$ cat src/rtl/uart_tx_arbiter.sv
// Round-robin arbiter and sequencer that shares one uart_tx_8n1 transmitter between
// NREQ byte producers, with one grant/done handshake per transferred byte.
module uart_tx_arbiter #(
  parameter int NREQ    = 4,
  parameter int TIMEOUT = 40000
) (
  input  logic              hwclk,
  input  logic              rst_n,
  input  logic [NREQ-1:0]   req,
  input  logic [8*NREQ-1:0] req_byte,
  output logic [NREQ-1:0]   grant,
  output logic [NREQ-1:0]   done,
  output logic [7:0]        tx_byte,
  output logic              tx_send,
  output logic              tx_en,
  input  logic              tx_done,
  output logic              busy,
  input  logic              err_clr,
  output logic              timeout_err
);
  localparam int IW = $clog2(NREQ);
  localparam int CW = IW + 1;
  localparam int TW = $clog2(TIMEOUT + 1);
  localparam logic [TW-1:0] TIMER_LAST = TW'(TIMEOUT - 1);

  typedef enum logic [2:0] {IDLE, LOAD, WAIT_BUSY, WAIT_DONE, RELEASE, ABORT} state_t;

  state_t          state, state_next;
  logic            done_meta, done_s;
  logic [IW-1:0]   ptr, ptr_d, owner, owner_d, winner, ptr_after;
  logic            found;
  logic [TW-1:0]   timer, timer_d;
  logic [NREQ-1:0] grant_d, done_d;
  logic [7:0]      tx_byte_d;
  logic            tx_send_d, tx_en_d, err_d;

  // Both flops reset to 1 so an idle transmitter is assumed straight out of reset.
  always_ff @(posedge hwclk or negedge rst_n) begin
    if (!rst_n) begin
      done_meta <= 1'b1;
      done_s    <= 1'b1;
    end else begin
      // NOTE: sequential state uses non-blocking assignments so every flop samples pre-edge values.
      done_meta <= tx_done;
      done_s    <= done_meta;
    end
  end

  always_ff @(posedge hwclk or negedge rst_n) begin
    if (!rst_n) state <= IDLE;
    else        state <= state_next;
  end

  // Circular search starting at the priority pointer.
  always_comb begin
    logic [CW-1:0] cand;
    found  = 1'b0;
    winner = '0;
    cand   = '0;
    for (int k = 0; k < NREQ; k++) begin
      cand = CW'(ptr) + CW'(k);
      if (cand >= CW'(NREQ)) cand = cand - CW'(NREQ);
      if (!found && req[cand[IW-1:0]]) begin
        found  = 1'b1;
        winner = cand[IW-1:0];
      end
    end
    if (winner == IW'(NREQ - 1)) ptr_after = '0;
    else                         ptr_after = winner + IW'(1);
  end

  always_comb begin
    state_next = state;
    case (state)
      IDLE:      if (done_s && found) state_next = LOAD;
      LOAD:      state_next = WAIT_BUSY;
      WAIT_BUSY: if (!done_s) state_next = WAIT_DONE;
                 else if (timer == TIMER_LAST) state_next = ABORT;
      WAIT_DONE: if (done_s) state_next = RELEASE;
                 else if (timer == TIMER_LAST) state_next = ABORT;
      RELEASE:   state_next = IDLE;
      ABORT:     state_next = IDLE;
      default:   state_next = IDLE;
    endcase
  end

  always_comb begin
    // NOTE: every output of this block gets a default first so no latch is inferred.
    grant_d   = '0;
    done_d    = '0;
    tx_byte_d = tx_byte;
    tx_send_d = tx_send;
    tx_en_d   = tx_en;
    owner_d   = owner;
    ptr_d     = ptr;
    timer_d   = timer;
    err_d     = err_clr ? 1'b0 : timeout_err;
    case (state)
      IDLE: begin
        if (done_s && found) begin
          grant_d[winner] = 1'b1;
          tx_byte_d       = req_byte[{winner, 3'b000} +: 8];
          owner_d         = winner;
          ptr_d           = ptr_after;
        end
      end
      LOAD: begin
        tx_send_d = 1'b1;
        tx_en_d   = 1'b1;
        timer_d   = '0;
      end
      WAIT_BUSY: begin
        if (!done_s)            timer_d = '0;
        else if (timer != '1)   timer_d = timer + TW'(1);
      end
      WAIT_DONE: begin
        if (timer != '1) timer_d = timer + TW'(1);
      end
      RELEASE: begin
        tx_send_d     = 1'b0;
        tx_en_d       = 1'b0;
        done_d[owner] = 1'b1;
      end
      ABORT: begin
        tx_send_d = 1'b0;
        tx_en_d   = 1'b0;
        err_d     = 1'b1;  // set wins over a simultaneous err_clr
      end
      default: ;
    endcase
  end

  always_ff @(posedge hwclk or negedge rst_n) begin
    if (!rst_n) begin
      grant       <= '0;
      done        <= '0;
      tx_byte     <= '0;
      tx_send     <= 1'b0;
      tx_en       <= 1'b0;
      busy        <= 1'b0;
      timeout_err <= 1'b0;
      owner       <= '0;
      ptr         <= '0;
      timer       <= '0;
    end else begin
      grant       <= grant_d;
      done        <= done_d;
      tx_byte     <= tx_byte_d;
      tx_send     <= tx_send_d;
      tx_en       <= tx_en_d;
      busy        <= (state != IDLE);
      timeout_err <= err_d;
      owner       <= owner_d;
      ptr         <= ptr_d;
      timer       <= timer_d;
    end
  end

endmodule

$ cat config.mk
export PLATFORM = sky130hd
export DESIGN_NAME = uart_tx_arbiter
export DESIGN_NICKNAME = d
export VERILOG_FILES = /design/src/rtl/uart_tx_arbiter.sv
export SDC_FILE = /design/constraint.sdc
export NUM_CORES = 1
export LEC_CHECK = 0
export ABC_AREA = 1
export BUFFER_PORTS_ARGS = -buffer_cell sky130_fd_sc_hd__buf_2
export CELL_PAD_IN_SITES_DETAIL_PLACEMENT = 1
export CELL_PAD_IN_SITES_GLOBAL_PLACEMENT = 1
export CORE_MARGIN = 3
export CORE_UTILIZATION = 42
export CTS_CLUSTER_DIAMETER = 120
export DETAILED_ROUTE_END_ITERATION = 8
export PLACE_DENSITY = 0.9
export SYNTH_ARGS = -nofsm -noshare
export SYNTH_HDL_FRONTEND = slang
export SYNTH_SLANG_ARGS = --single-unit
$ cat constraint.sdc
create_clock -name hwclk -period 4.1 [get_ports hwclk]
set_clock_uncertainty 0.1 [all_clocks]
set_input_delay 0.82 -clock hwclk [delete_from_list [all_inputs] [get_ports hwclk]]
set_output_delay 0.82 -clock hwclk [all_outputs]
set_load 0.01 [all_outputs]
== Word-level counts from Yosys, hierarchy flattened ==
Index checks and enable logic that the tools add are counted.
Word-level totals
  output and inout bits: 20
  bits in registers: 44
  input bits: 40
  logic and storage cells: 98
Cells by class
  shift-type cells: 1
  order comparisons: 12
  reduce and logical (&&, ||, !) cells: 16
  multiplexer cells: 39
  equal/unequal tests: 9
  add/sub/neg operators: 9
Operators with widths (number)
  $pmux W16 S3: 1
  $mux W16: 2
  $shiftx A32 B6 Y8: 1
  $lt A2 B3 Y1 const B: 6
  $mux W2: 9
  $add A16 B1 Y16 const B: 1
  $eq A16 B16 Y1 const B: 1
  $ne A16 B16 Y1 const B: 1
  $mux W1: 12
  $mux W3: 4
  $mux W4: 3
  $pmux W3 S4: 1
  $ge A3 B3 Y1 const B: 3
  $bmux W1 S2: 4
  $sub A2 B1 Y2 const B: 4
  $add A2 B2 Y3 const B: 2
  $eq A3 B2 Y1 const B: 2
  $eq A3 B3 Y1 const B: 2
  $logic_and A1 B1 Y1: 6
  $reduce_bool A3 Y1: 2
  $demux W1 S2: 2
  $ge A2 B1 Y1 const B: 2
  $reduce_bool A2 Y1: 2
  $add A2 B1 Y3 const B: 1
  other kinds (10): 12

== Depth between registers and ports, before layout ==
Gate-level depths: netlist of run 1.
  depth in word-level cells: 20
  gate-level depth with buffers: 15
  depth with buffers taken out: 14

== Least setup slack after synthesis of run 1 ==
Ideal clock, no wire load.
  kind: input port to flip-flop
  from: input req[3]
  to: register ptr[1]
  path buffers: 0
  data required time: 3.876 ns
  slack: 1.903 ns
  stages: 11
  arrival time: 1.973 ns
  library setup time: 0.124 ns
  path through: inv_1 nand2_1 nand3_1 nand2_2 nor2_4 nand3_2 nand3_4 inv_2 ha_1 nand2_1 o21ai_1
On the way
  word-level cells in the longest chain between the ends: 14
  elaborated cells on any way between the ends: 27
  classes of those cells: 1 x add/sub; 1 x eq/ne; 17 x mux; 8 x reduce/logical
Ends and longest elaborated chain
  from (decl): line 9  | input logic [NREQ-1:0] req,
  $bmux W1 S2: line 63  | if (!found && req[cand[IW-1:0]]) begin
  $mux W1 (implied by the code): line 63
  $mux W1: line 63
  $logic_not A1 Y1: line 63
  $logic_and A1 B1 Y1: line 63
  $mux W1: line 63
  $logic_not A1 Y1: line 63
  $logic_and A1 B1 Y1: line 63
  $mux W1: line 63
  $logic_not A1 Y1: line 63
  $logic_and A1 B1 Y1: line 63
  $mux W2 *: line 63
  net winner[0]: line 30  | logic [IW-1:0] ptr, ptr_d, owner, owner_d, winner, ptr_after;
  $add A2 B1 Y2 or $eq A2 B2 Y1 (tied branches): line 69, 68
  $mux W2 *: line 68  | if (winner == IW'(NREQ - 1)) ptr_after = '0;
  net ptr_after[1]: line 30
  to (signal assigned): line 154  | ptr <= ptr_d;
  to (decl): line 30
Mark *: on every way through the listed nets, which the timed path passes. The rest lies on a longest branch. The select of a mux whose other input is x is not followed.
A chain may end at the register's enable or synchronous reset.

== Worst setup path in the final report of run 1 ==
  from: register ptr[0]
  to: register ptr[1]
On the way
  word-level cells in the longest chain between the ends: 16
  elaborated cells on any way between the ends: 42
  classes of those cells: 8 x add/sub; 4 x order compare; 1 x eq/ne; 21 x mux; 8 x reduce/logical
Ends and longest elaborated chain (line)
  branches (longest 13 deep; another with $add A2 B1 Y3)
  $mux W2 *: 63
  net winner[0]: 30
  $add A2 B1 Y2 or $eq A2 B2 Y1 (tied branches): 69, 68
  $mux W2 *: 68
  net ptr_after[1]: 30
Mark *: on every way through the listed nets, which the timed path passes. The select of a mux whose other input is x is not followed.

==> results.toml, run 1 <==
[floorplan]
die_area_mm2 = 0.00750
dieHeight_um = 86.6
floorplan.io_pins = 60
die_width_um = 86.6
core_region_area_mm2 = 0.00610
placement_rows = 28
initial_utilization = 0.448

[detailed_routing]
route.final.wire_length_um = 7880
first_pass_drt_iterations = 4
drtAntennaViolNets = 0
wl_per_cell_um = 15.4
drcViolationCount = 0
detailroute.via_count = 2720
detail_route.iter0.violations = 73
via_cell_ratio = 5.30

[setup_path]
crit-reg2reg-launch = "ptr[0]"
worst_setup_path_end_kind = "flip-flop"
crit_start = "ptr[0]"
critical_path.startpoint_type = "flip-flop"
timing.reg2reg.setup_slack_ps = 1430
required_ps = 4180
worstSetupPathType = "flip-flop to flip-flop"
reg2regPathDepth = 12
cp_max_fo = 20
arrival_ps = 2750

[cts]
bufs_on_longest_clock_path = 2
clock_latency_ps = 300
path_clk_slew_ps = 90
cts_buffers = 5
cts_tree = "built"
post_cts_hold_fix_bufs = 0
clock_tree.root_cell = "sky130_fd_sc_hd__clkbuf_8"
cts-resized-gates = 0
postCtsSetupRepairBufs = 0
ctsHtreeMaxLevel = 2
clock_sink_count = 44

[sta]
max_clock_freq_mhz = 375
final_period_minus_worst_setup_slack_ps = 2670
grt_setup_unrepaired = "no"
tightest_slew_ps = 1000
setup_violators_final = 0
max_slew_violation_count = 0
timing.setup.tns_ps = 0
period_share = 0.651
slew-limit-headroom = 0.331
hold_viol = 0

[yosys]
synth_edf_count = 0
nets_in_the_synthesized_netlist = 421
synth.distinct_cells = 34
synth-async-reset-ratio = 1.00
seq_total_area_yosys = 0.404
postSynthRegisterBits = 44
synth.avg_cell_area_um2 = 7.26
synth_warn = 0
synth.top_cells.by_area = "sky130_fd_sc_hd__dfrtp_1 38%, sky130_fd_sc_hd__nand2_1 15%, sky130_fd_sc_hd__inv_1 8.2%"
synthDominantCellAreaShare = 0.385
post_synthesis_instance_area_mm2 = 0.00273
post_synth_inst_count = 376
synth_area_leader_cell = "sky130_fd_sc_hd__dfrtp_1"
synth_flop_cell = "sky130_fd_sc_hd__dfrtp_1"

[power_and_ir_drop]
leakage_nw = 1.72
post-layout-total-power_mw = 2.39
pwr_density_cell_mw_per_mm2 = 746
worst_ir_drop_vdd_uv = 333

[grt]
grt_busiest_layer = "met2"
globalRouteOverflowTotal = 0
number_of_antenna_violations_at_the_first_check_in_global_routing = 0
grt_pass1_wl_um = 13300
gr_util_met3 = 0.0361
grt_util_met2 = 0.390
global_route.usage.met1 = 0.275
grt_start_max_net_pins = 45
number_of_global_route_vias_before_repair = 2902
gr-usage-all-layers = 0.222

[place]
gp_congestion = 0.918
instance_area_after_placement_mm2 = 0.00307
portBuffers = 59
detailedPlacementHpwl_um = 6070

[flow_run]
max-cap-violations = 0

[hold_path]
worst_hold_path_type = "flip-flop to flip-flop"
hold_path.startpoint = "done_meta"
hold-path-cell-count = 0

[finish]
layout.cells.most_common_list = "108 x sky130_fd_sc_hd__nand2_1, 60 x sky130_fd_sc_hd__inv_1, 59 x sky130_fd_sc_hd__buf_2, 42 x sky130_fd_sc_hd__dfrtp_1, 27 x sky130_fd_sc_hd__nand3_1"
syn2layout_area_growth_pct = 17.2
layout.cell_area.non_filler_mm2 = 0.00320
fraction_of_layout_cells_with_a_size_suffix_above_1 = 0.221
final_net_count = 482
antenna_cells_inserted = 0
most_common_library_cell_in_the_layout_ignoring_fill_and_taps = "sky130_fd_sc_hd__nand2_1"

[outcome]
outcome = "finished clean"
per-stage QoR:
stage	hold WS [ps]	setup WS (ps)	util	std cells
after floorplan	245	1900	-	376
after global placement	246	1390	0.503	505
after detailed placement	248	1180	0.503	505
after CTS	261	1450	0.525	513
after global routing	256	1220	0.525	513
final	254	1430	0.525	513
cell type report:
class | count | area (um^2)
clock inverters | 2 | 60.1
flip-flops and latches | 44 | 1100
multi-input cells | 260 | 1320
repair buffers | 59 | 295
clock buffers | 6 | 72.6
inverters | 67 | 256
well taps | 75 | 93.8
fillers | 807 | 2900
cells in the mapped netlist (2+ instances only):
| library cell | count |
|---|---|
| sky130_fd_sc_hd__nand3_1 | 27 |
| sky130_fd_sc_hd__nand2_4 | 2 |
| sky130_fd_sc_hd__a21oi_1 | 13 |
| sky130_fd_sc_hd__dfstp_2 | 2 |
| sky130_fd_sc_hd__dfrtp_1 | 42 |
| sky130_fd_sc_hd__nor3_1 | 11 |
| sky130_fd_sc_hd__o22ai_1 | 3 |
| sky130_fd_sc_hd__nand2_2 | 11 |
| sky130_fd_sc_hd__xor2_1 | 2 |
| sky130_fd_sc_hd__buf_6 | 4 |
| sky130_fd_sc_hd__inv_2 | 6 |
| sky130_fd_sc_hd__nand3_4 | 3 |
| sky130_fd_sc_hd__nand2_1 | 108 |
| sky130_fd_sc_hd__nor2_2 | 4 |
| sky130_fd_sc_hd__ha_1 | 5 |
| sky130_fd_sc_hd__nor2_1 | 22 |
| sky130_fd_sc_hd__o21ai_0 | 18 |
| sky130_fd_sc_hd__a31oi_1 | 2 |
| sky130_fd_sc_hd__nand4_1 | 16 |
| sky130_fd_sc_hd__inv_1 | 60 |
| sky130_fd_sc_hd__o211ai_1 | 2 |
path summary, 6_finish.rpt:
kind,end
worst max-delay path,ptr[1]
worst min-delay path,done_s
worst max register to register,ptr[1]
worst min register to register,done_s
max in group asynchronous,timer[4]
min in group asynchronous,state[1]
report_power, final:
| group | switching [mW] | internal [mW] | total (mW) |
|---|---|---|---|
| sequential | 0.0920 | 0.541 | 0.633 |
| combinational | 0.941 | 0.416 | 1.36 |
| clock | 0.154 | 0.244 | 0.398 |
| total | 1.19 | 1.20 | 2.39 |
registers in the layout, indices dropped and copies added, names as in the netlist:
signal       flops
busy             1
done             4
done_meta        1
done_s           1
grant            4
owner            2
ptr              2
state            3
timeout_err      1
timer           16
tx_byte          8
tx_en            1
cell families (layout without fill, tap and decap cells):
group	after synthesis	count (layout)	synth area share
and+or+nand+nor	209	209	0.362
buffers and inverters	72	134	0.113
AOI/OAI and AO/OA	44	44	0.0912
DFF	44	44	0.404
adders and majority gates	5	5	0.0229
xor gates and xnor gates	2	2	0.00642
layer usage:
metal	wire length (um)	up-vias
met2	3940	64
met1	3470	1310
met3	285	18
li1	-	1328
met5	0	-
met4	182	0
worst max-delay path: stages (launching register included):
cell	delay, ps
sky130_fd_sc_hd__dfrtp_1	660
sky130_fd_sc_hd__inv_6	110
sky130_fd_sc_hd__nand2_1	90
sky130_fd_sc_hd__nand2_1	90
sky130_fd_sc_hd__nand2_1	110
sky130_fd_sc_hd__nand2_2	70
sky130_fd_sc_hd__nor2_4	120
sky130_fd_sc_hd__nand3_2	260
sky130_fd_sc_hd__nand3_4	330
sky130_fd_sc_hd__inv_2	160
sky130_fd_sc_hd__ha_1	320
sky130_fd_sc_hd__nand2_1	70
sky130_fd_sc_hd__o21ai_1	60
Note: power is estimated with default switching activity, not from simulation.
==> inputs of run 2 (changes only) <==
Settings changed: CORE_UTILIZATION 42 to 39, PLACE_DENSITY 0.9 to 0.85.
Clock period 4.1 ns to 2.6 ns, I/O delays scaled along.
==> run 2 against run 1 <==
Compared with the run above:
- flip-flop and latch count unchanged
- final cell count increased by 4.3%
- clock-buffer cell count unchanged
- routed wire length decreased by 0.48%
- total power increased by 58%
- via count decreased by 2.2%
- largest cell class unchanged
==> results.toml, run 2 (synthesis results as in run 1) <==
[setup_path]
arrival_ps = 2450
reg2regPathDepth = 11
worst_setup_path_end_kind = "flip-flop"
critical_path.startpoint_type = "flip-flop"
worstSetupPathType = "flip-flop to flip-flop"
required_ps = 2680
timing.reg2reg.setup_slack_ps = 220
cp_max_fo = 11

[finish]
fillcell_total = 870
antenna_cells_inserted = 0
largestRegisters = "timer x16, tx_byte x8"
layout.cell_area.non_filler_mm2 = 0.00325
largest_register_ff_count = 16
most_common_library_cell_in_the_layout_ignoring_fill_and_taps = "sky130_fd_sc_hd__nand2_1"
final_net_count = 486
syn2layout_area_growth_pct = 19.2
layout.cells.most_common_list = "108 x sky130_fd_sc_hd__nand2_1, 60 x sky130_fd_sc_hd__inv_1, 59 x sky130_fd_sc_hd__buf_2, 41 x sky130_fd_sc_hd__dfrtp_1, 27 x sky130_fd_sc_hd__nand3_1"
fraction_of_layout_cells_with_a_size_suffix_above_1 = 0.231
largest-register = "timer"

[flow_run]
max-cap-violations = 0

[floorplan]
die_width_um = 89.7
dieHeight_um = 89.7
floorplan.io_pins = 60
die_area_mm2 = 0.00804
core_region_area_mm2 = 0.00657
placement_rows = 29
initial_utilization = 0.416

[place]
detailedPlacementHpwl_um = 6120
portBuffers = 59
instance_area_after_placement_mm2 = 0.00312
dp_slack_ps = 113
gp_congestion = 0.890

[grt]
number_of_global_route_vias_before_repair = 2799
gr-usage-all-layers = 0.211
grt_start_max_net_pins = 29
globalRouteOverflowTotal = 0
grt_pass1_wl_um = 13200
number_of_antenna_violations_at_the_first_check_in_global_routing = 0

[sta]
slew-limit-headroom = 0.552
max_clock_freq_mhz = 421
final_period_minus_worst_setup_slack_ps = 2380
hold_viol = 0
tightest_slew_ps = 673
setup_violators_final = 0
fin_worst_hold_slack_ps = 144
finalWorstSetupSlack_ps = 223
timing.setup.tns_ps = 0
max_slew_violation_count = 0
grt_setup_unrepaired = "no"
period_share = 0.914

[cts]
clock_latency_ps = 300
clock_sink_count = 44
ctsHtreeMaxLevel = 2
bufs_on_longest_clock_path = 2
cts_tree = "built"
cts_buffers = 5
path_clk_slew_ps = 90
clock_tree.root_cell = "sky130_fd_sc_hd__clkbuf_8"
postCtsSetupRepairBufs = 0

[detailed_routing]
detailroute.via_count = 2661
drcViolationCount = 0
detail_route.iter0.violations = 104
route.final.wire_length_um = 7840
first_pass_drt_iterations = 4
via_cell_ratio = 4.97
drtAntennaViolNets = 0
wl_per_cell_um = 14.7

[power_and_ir_drop]
pwr_density_cell_mw_per_mm2 = 1160
post-layout-total-power_mw = 3.78
worst_ir_drop_vdd_uv = 443
leakage_nw = 1.74

[outcome]
outcome = "finished clean"

[hold_path]
worst_hold_path_type = "primary input to asynchronous set/reset pin"
==> run 2: repair_timing <==
item | 4_1_cts | 5_1_grt
hold buffers | 0 | 0
setup endpoints to repair | 0 | 8
resized for setup | 0 | 1
endpoints found under the hold margin | 0 | 0
==> run 2: power breakdown <==
part / total [mW] / leakage (nW) / internal, mW / switching [mW]
registers: 1.00 / 0.572 / 0.855 / 0.147
logic: 2.15 / 1.10 / 0.685 / 1.47
clock network: 0.629 / 0.0654 / 0.384 / 0.244
==> run 2: final cells by class <==
type                            count  area, um^2  share of cell area
Clock buffer                        6        72.6              0.0223
Clock inverter                      2        60.1              0.0185
Inverter                           67         256              0.0788
Multi-Input combinational cell    260        1320               0.405
Sequential cell                    44        1100               0.340
Tap cell                           93         116              0.0358
Timing Repair Buffer               63         325               0.100
==> run 2: per-layer routing <==
layer	wire length, um	vias to the layer above	share of wire	track usage
li1	-	1333	-	-
met1	3520	1254	0.45	0.266
met2	3890	65	0.50	0.372
met3	293	9	0.037	0.0319
met4	131	0	0.017	0.0622
met5	0	-	0	0
==> run 2: path summary, 6_finish.rpt <==
| path | startpoint | endpoint |
|---|---|---|
| max reg2reg | ptr[0] | ptr[1] |
| min | rst_n | tx_en |
| max in group asynchronous | rst_n | done_meta |
| min in group hwclk | tx_done | done_meta |
| max | ptr[0] | ptr[1] |
| min reg2reg | done_meta | done_s |
==> run 2: worst max-delay path, cell delays in order (launching register included) <==
cell	delay (ps)
sky130_fd_sc_hd__dfrtp_2	510
sky130_fd_sc_hd__inv_6	140
sky130_fd_sc_hd__nand2_1	80
sky130_fd_sc_hd__nand3_1	110
sky130_fd_sc_hd__nand2_2	100
sky130_fd_sc_hd__nor2_4	150
sky130_fd_sc_hd__nand3_2	260
sky130_fd_sc_hd__nand3_4	240
sky130_fd_sc_hd__inv_2	120
sky130_fd_sc_hd__ha_1	310
sky130_fd_sc_hd__nand2_1	60
sky130_fd_sc_hd__o21ai_1	70
==> run 2: per-stage QoR <==
step | util | instances
global placement | 0.475 | 527
floorplan | - | 376
detailed placement | 0.475 | 527
finish | 0.495 | 535
CTS | 0.495 | 535
global route | 0.495 | 535
